`src/rtl/dequant_pkg.sv`:
```
// rtl/dequant_pkg.sv - shared constants, types and clamp limits for the dequantizer
package dequant_pkg;

  localparam int BLK_N  = 64;
  localparam int IDX_W  = $clog2(BLK_N);
  localparam int STEP_W = 16;

  typedef logic [STEP_W-1:0] step_t;
  typedef logic [IDX_W-1:0]  idx_t;

  // Largest value representable in a w-bit two's complement word.
  function automatic longint sat_max(input int w);
    return (longint'(1) <<< (w - 1)) - longint'(1);
  endfunction

  function automatic longint sat_min(input int w);
    return -(longint'(1) <<< (w - 1));
  endfunction

endpackage

```
`src/rtl/dequant_mul_sat.sv`:
```
// rtl/dequant_mul_sat.sv - signed coefficient times unsigned step, clamped to IN_W
module dequant_mul_sat #(
  parameter int IN_W   = 32,
  parameter int STEP_W = 16
) (
  input  logic [IN_W-1:0]   coef,
  input  logic [STEP_W-1:0] step,
  output logic [IN_W-1:0]   data,
  output logic              sat
);
  import dequant_pkg::*;

  localparam int P_W = IN_W + STEP_W + 1;
  localparam logic signed [P_W-1:0] P_MAX = P_W'(sat_max(IN_W));
  localparam logic signed [P_W-1:0] P_MIN = P_W'(sat_min(IN_W));
  localparam logic [IN_W-1:0]       O_MAX = IN_W'(sat_max(IN_W));
  localparam logic [IN_W-1:0]       O_MIN = IN_W'(sat_min(IN_W));

  logic signed [P_W-1:0] a_ext;
  logic signed [P_W-1:0] b_ext;
  (* use_dsp = "no" *) logic signed [P_W-1:0] p;

  // Both operands widened to the full product width so the low P_W bits are exact.
  assign a_ext = {{(STEP_W + 1){coef[IN_W-1]}}, coef};
  assign b_ext = {{(IN_W + 1){1'b0}}, step};
  assign p     = a_ext * b_ext;

  always_comb begin
    data = p[IN_W-1:0];
    sat  = 1'b0;
    if (p > P_MAX) begin
      data = O_MAX;
      sat  = 1'b1;
    end else if (p < P_MIN) begin
      data = O_MIN;
      sat  = 1'b1;
    end
  end

endmodule

```
`src/rtl/lut_dequantizer_stream.sv`:
```
// rtl/lut_dequantizer_stream.sv - 2-stage stall-all dequantizer with writable 64-entry step table
module lut_dequantizer_stream #(
  parameter int IN_W   = 32,
  parameter int STEP_W = dequant_pkg::STEP_W,
  parameter int BLK_N  = dequant_pkg::BLK_N
) (
  input  logic                   clk,
  input  logic                   rst_n,
  input  logic                   s_valid,
  output logic                   s_ready,
  input  logic [IN_W-1:0]        s_data,
  output logic                   m_valid,
  input  logic                   m_ready,
  output logic [IN_W-1:0]        m_data,
  output logic                   m_last,
  output logic                   m_sat,
  input  logic                   tbl_we,
  input  dequant_pkg::idx_t      tbl_addr,
  input  logic [STEP_W-1:0]      tbl_data,
  output logic                   tbl_err,
  output logic                   busy
);
  import dequant_pkg::*;

  localparam int IW = $clog2(BLK_N);

  logic [IW-1:0]     idx;
  logic [STEP_W-1:0] tbl [BLK_N];

  logic              s1_valid;
  logic              s1_last;
  logic [IN_W-1:0]   s1_data;
  logic [STEP_W-1:0] s1_step;

  logic              advance;
  logic              accept;
  logic              wr_ok;
  logic [IN_W-1:0]   mul_data;
  logic              mul_sat;

  assign advance = !m_valid || m_ready;
  assign s_ready = advance;
  assign accept  = s_valid && advance;
  assign busy    = (idx != '0) || s1_valid || m_valid;
  // An accept in this cycle starts a block, so it blocks the write just like busy does.
  assign wr_ok   = tbl_we && !busy && !accept;

  always_ff @(posedge clk or negedge rst_n) begin
    if (!rst_n) begin
      for (int i = 0; i < BLK_N; i++) tbl[i] <= STEP_W'(1);
    end else if (wr_ok) begin
      tbl[tbl_addr] <= tbl_data;
    end
  end

  always_ff @(posedge clk or negedge rst_n) begin
    if (!rst_n) begin
      idx      <= '0;
      tbl_err  <= 1'b0;
      s1_valid <= 1'b0;
      s1_last  <= 1'b0;
      s1_data  <= '0;
      s1_step  <= '0;
      m_valid  <= 1'b0;
      m_data   <= '0;
      m_last   <= 1'b0;
      m_sat    <= 1'b0;
    end else begin
      tbl_err <= tbl_we && !wr_ok;
      if (accept) idx <= idx + IW'(1);
      if (advance) begin
        s1_valid <= accept;
        if (accept) begin
          s1_data <= s_data;
          s1_step <= tbl[idx];
          s1_last <= (idx == IW'(BLK_N - 1));
        end
        m_valid <= s1_valid;
        m_data  <= s1_valid ? mul_data : '0;
        m_last  <= s1_valid && s1_last;
        m_sat   <= s1_valid && mul_sat;
      end
    end
  end

  dequant_mul_sat #(
    .IN_W   (IN_W),
    .STEP_W (STEP_W)
  ) u_mul_sat (
    .coef (s1_data),
    .step (s1_step),
    .data (mul_data),
    .sat  (mul_sat)
  );

endmodule

```
`config.mk`:
```
export PLATFORM = sky130hd
export DESIGN_NAME = lut_dequantizer_stream
export DESIGN_NICKNAME = d
export VERILOG_FILES = /design/src/rtl/dequant_pkg.sv /design/src/rtl/dequant_mul_sat.sv /design/src/rtl/lut_dequantizer_stream.sv
export SDC_FILE = /design/constraint.sdc
export NUM_CORES = 2
export LEC_CHECK = 0
export CAP_MARGIN = 10
export CORE_MARGIN = 10
export CORE_UTILIZATION = 30
export DETAILED_ROUTE_END_ITERATION = 6
export PLACE_DENSITY_LB_ADDON = 0.2
export RECOVER_POWER = 50
export REMOVE_ABC_BUFFERS = 1
export SYNTH_ARGS = -nofsm -noshare
export SYNTH_HDL_FRONTEND = slang
export SYNTH_SLANG_ARGS = --single-unit
```
`constraint.sdc`:
```
create_clock -name clk -period 9.2 [get_ports clk]
set_input_delay 1.84 -clock clk [delete_from_list [all_inputs] [get_ports clk]]
set_output_delay 1.84 -clock clk [all_outputs]
set_load 0.005 [all_outputs]
```
==> impl_results.md <==
- Status: finished, violations left
- Violated checks: max-capacitance violations, max-slew violations
- Cell Count, Final, Fillers Out: 8389
- Worst Reg2Reg Path Length in Cells: 22
- Setup repair bufs after CTS: 0
- Fin area: 77270 um^2
- Yosys warnings: 0
- CP peak stage delay: 1.14 ns
- DRC viols: 0
- Multi-input gate area: between 30000 and 40000 um^2
- Pint: 9568 uW
- R2r endpoint: m_data[7]$_DFFE_PN0N_
- Post-DP HPWL: 125100 um
- Reg area: 28020 um^2
- Endpoints failing hold: 0
- Nets: around 5900
- Startpoint Class: flip-flop
- Least-Margin Pin Slew: 4.349 ns
- Number of global-route vias before repair: approximately 45000
- TritonCTS clock tree: done
- Cell Area, Synth: 68580 um^2
- GR Util met1: 0.2126
- CTS Buffer Depth: 3
- Die ar.: 248100 um^2
- Clock slew at reported path FFs: 0.06 ns
- Leak Pwr: 0.03697 uW
- Async S/R FF share, synth: 1.000
- Worst Setup Path Type: reg -> reg
- Net Sw Power: between 4000 and 5000 uW
- GRT Total Usage: 0.1542
- # setup viols final: 0
- Post-synthesis sequential area ratio: 0.4084
- GPL Wtd Cong: between 0.7 and 0.8
- Sw frac: 0.3234
- Gr busiest metal: met2
- R2R setup slack: 1.00 ns
- Via/cell ratio: 4.895
- Core area: 227500 um^2
- Hold Path End: s1_step[10]$_DFFE_PN0P_
- Clock skew: 0.03127 ns
- Gate power share: 0.229
- Layout cells sized above 1: 0.3367
- Tot Pwr: 14140 uW
- Max IR drop VDD: 0.0002306 V
- Clock share of power: 0.383
- Die W: between 400 and 500 um
- Max Freq: 0.1220 GHz
- CTS sink cnt: 1116
- Syn avg cell area: 12.92 um^2
- CTS Buf Count: between 100 and 150
- CP most frequent cell: fa_1
- WP data arrival: between 8 and 9 ns
- Crit-path leading delay family: adder cells
- M3 GR Usage: 0.02195
- Die height: 498.1 um
- Antenna Nets Post-Route: 0
- Main synth FF type: dfrtp_1
- Worst setup EP type: flip-flop
- Worst hold path cell count: 2
- Post-CTS resize count: 0
- Synth Register Bits: 1116
- Final Cycle Share: 0.8913
- Initial antenna violation count: 9
- CTS H-tree lvls: 4
- CP max FO: 33
- Total grt overflow: 0
- Distinct cells, synth: 76
- Clock root buffer: clkbuf_16
- First-pass GRT wire length: 295200 um
- Port bufs: 96
- M2 GR Usage: 0.2579
- Unrepaired setup endpoints after global routing: false
- Worst hold path type: reg -> reg
- Largest net degree at the start of global routing: ~170
- Drt wl/cell: 22.90 um
- CP max-delay cell: dfrtp_1
- Hold buffer count at CTS: 0
- I/O pin count: a little under 100
- Reg power frac: 0.388
- Max Transition Viols Final: around 1200
- Worst rel slew slack: -1.899
- Synthesis-to-layout area growth: 12.67%
- Buf/Inv on CP: 4
- Clock Latency Late Sink: 0.79 ns
- Final wirelength: 192100 um
- Reg-to-Reg Start: s1_step[6]$_DFFE_PN0P_
- Row count: ~180
- Critical Path, Cell by Cell: nand2_1 -> fa_1 -> inv_1 -> fa_1 -> fa_1 -> fa_1 -> fa_1 -> inv_1 -> fa_1 -> inv_1 -> ha_1 -> a21oi_1 -> o31ai_1 -> a31oi_1 -> mux2i_1 -> o21a_1 -> o211ai_1 -> or4b_4 -> nor4_4 -> a32oi_2 -> buf_4 -> o211ai_1
- Placed instance area: 72850 um^2
- Pre-Repair DR Iteration Count: 5
- Via count: 41070
- Cell Count Post-Placement: roughly 8000
- Tmin final: between 8 and 9 ns
- # Max-Cap Violations: 14
- Fill cell count: between 20000 and 25000
- PwrDens: 183.0 nW/um^2
- Initial Utilization: 0.3015
- Worst path required time: ~9.9 ns
- Fin Setup TNS: 0 ns
- First-iteration detailed-routing DRC count: 2238
- Mapped Cells: 5308
- Worst Hold Launch: s1_step[10]$_DFFE_PN0P_
- Post-synth EDFFs: 0
- Fin util: 0.3397
-- how the worst max path moves through the flow --
stage,endpoint,slack (ns),depth (start not counted),from
2_1_floorplan,busy,-3.59,5,idx[0]$_DFFE_PN0P_
3_3_place_gp,m_data[6]$_DFFE_PN0N_,0.99,25,s1_step[11]$_DFFE_PN0P_
3_5_place_dp,m_data[7]$_DFFE_PN0N_,1.00,22,s1_step[6]$_DFFE_PN0P_
4_1_cts,m_data[7]$_DFFE_PN0N_,1.00,22,s1_step[6]$_DFFE_PN0P_
5_1_grt,tbl[49]$_DFFE_PN0P_,0.33,3,rst_n
6_report,m_data[7]$_DFFE_PN0N_,1.00,22,s1_step[6]$_DFFE_PN0P_
-- placed cells by master (no fill, tap or decap), types with 59 or more instances in the layout --
cell type           n
a21oi_1            59
and2_1            225
buf_4             109
clkbuf_16         134
clkdlybuf4s50_1    65
dfrtp_1          1048
dfstp_2            64
fa_1              489
ha_1              119
inv_1             573
mux2_2           1025
mux4_2            333
nand2_1           568
-- power groups by stage --
| stage | clock network (uW) | registers, uW | logic [uW] |
|---|---|---|---|
| 4_1_cts | 5600 | 5490 | 3360 |
| 5_1_grt | 5790 | 5520 | 3600 |
| 3_3_place_gp | 0 | 5580 | 3330 |
| 6_report | 5410 | 5480 | 3250 |
| 2_1_floorplan | 0 | 5830 | 1870 |
| 3_5_place_dp | 0 | 5580 | 3350 |
-- Yosys cell counts, drive strengths merged, types with 4 or more instances --
| library cell | instances | share of area |
|---|---|---|
| mux4 | 333 | 0.11 |
| clkbuf | 306 | 0.017 |
| xor2 | 17 | 0.0022 |
| o211ai | 33 | 0.0037 |
| nand3b | 4 | 0.00044 |
| mux2 | 1025 | 0.17 |
| nor2 | 72 | 0.0039 |
| dfrtp | 1052 | 0.38 |
| a22oi | 7 | 0.00077 |
| xnor2 | 30 | 0.0038 |
| nand3 | 22 | 0.0016 |
| or3 | 6 | 0.00055 |
| and2 | 227 | 0.021 |
| o21ai | 34 | 0.0025 |
| o21a | 11 | 0.0012 |
| a21boi | 6 | 0.00071 |
| dfstp | 64 | 0.025 |
| ha | 119 | 0.022 |
| nor4 | 7 | 0.0010 |
| buf | 87 | 0.0057 |
| nand2b | 4 | 0.00036 |
| a211oi | 8 | 0.00088 |
| fa | 489 | 0.14 |
| nand4 | 17 | 0.0016 |
| and3 | 9 | 0.00082 |
| a31oi | 14 | 0.0013 |
| mux2i | 4 | 0.00058 |
| nand2 | 568 | 0.031 |
| o21bai | 9 | 0.00099 |
| a21oi | 59 | 0.0043 |
| inv | 573 | 0.031 |
| nor3 | 18 | 0.0014 |
| nor2b | 8 | 0.00073 |
| nor3b | 4 | 0.00044 |
| a21o | 17 | 0.0019 |
-- cell type report --
cell class / count / share of cell area
diodes: 5 / 0.0001619
clock buffers: 202 / 0.05006
clock inverters: 37 / 0.008193
inverters: 573 / 0.02783
multi-input cells: 3226 / 0.4788
flip-flops and latches: 1116 / 0.3626
well taps: 3009 / 0.04872
repair buffers: 221 / 0.02359
-- worst reg2reg max path, cell delays in order (launching register included) --
cell,delay [ns]
dfrtp_1,1.14
nand2_1,0.29
fa_1,0.57
inv_1,0.07
fa_1,0.78
fa_1,0.52
fa_1,0.50
fa_1,0.49
inv_1,0.05
fa_1,0.47
inv_1,0.04
ha_1,0.28
a21oi_1,0.37
o31ai_1,0.13
a31oi_1,0.29
mux2i_1,0.24
o21a_1,0.14
o211ai_1,0.12
or4b_4,0.58
nor4_4,0.28
a32oi_2,0.27
buf_4,0.29
o211ai_1,0.21
-- layer usage --
metal / vias up / routed length, um
li1: 17840 / -
met1: 22350 / 89700
met2: 649 / 92520
met3: 231 / 6341
met4: 6 / 3540
met5: - / 42
-- flip-flops by register name (all words and copies together), names as in the netlist --
name and cells:
m_valid 1, s1_last 1, s1_valid 1, tbl_err 1, s1_data 32, m_last 1, m_data 32, s1_step 16
tbl 1024, idx 6, m_sat 1
-- metrics by stage --
step / worst slack (ns) / hold WS, ns
floorplan: -3.586 / 0.4628
global route: 0.3273 / 0.5044
finish: 1.000 / 0.4715
global placement: 0.9945 / 0.4663
detailed placement: 1.004 / 0.4635
CTS: 1.002 / 0.4777
-- cell families (layout without fill, tap and decap cells) --
kind of cell / Yosys count / in the layout / share of synthesized area
AO/OA/AOI/OAI: 230 / 230 / 0.02273
XOR/XNOR: 47 / 47 / 0.006002
adder cells (fa/ha/maj): 608 / 608 / 0.1644
buffers and inverters: 966 / 1033 / 0.05385
flip-flops: 1116 / 1116 / 0.4084
multiplexers: 1362 / 1362 / 0.2782
other: 0 / 5 / 0
AND/OR/NAND/NOR: 979 / 979 / 0.06639
(Power assumes the default switching activity.)
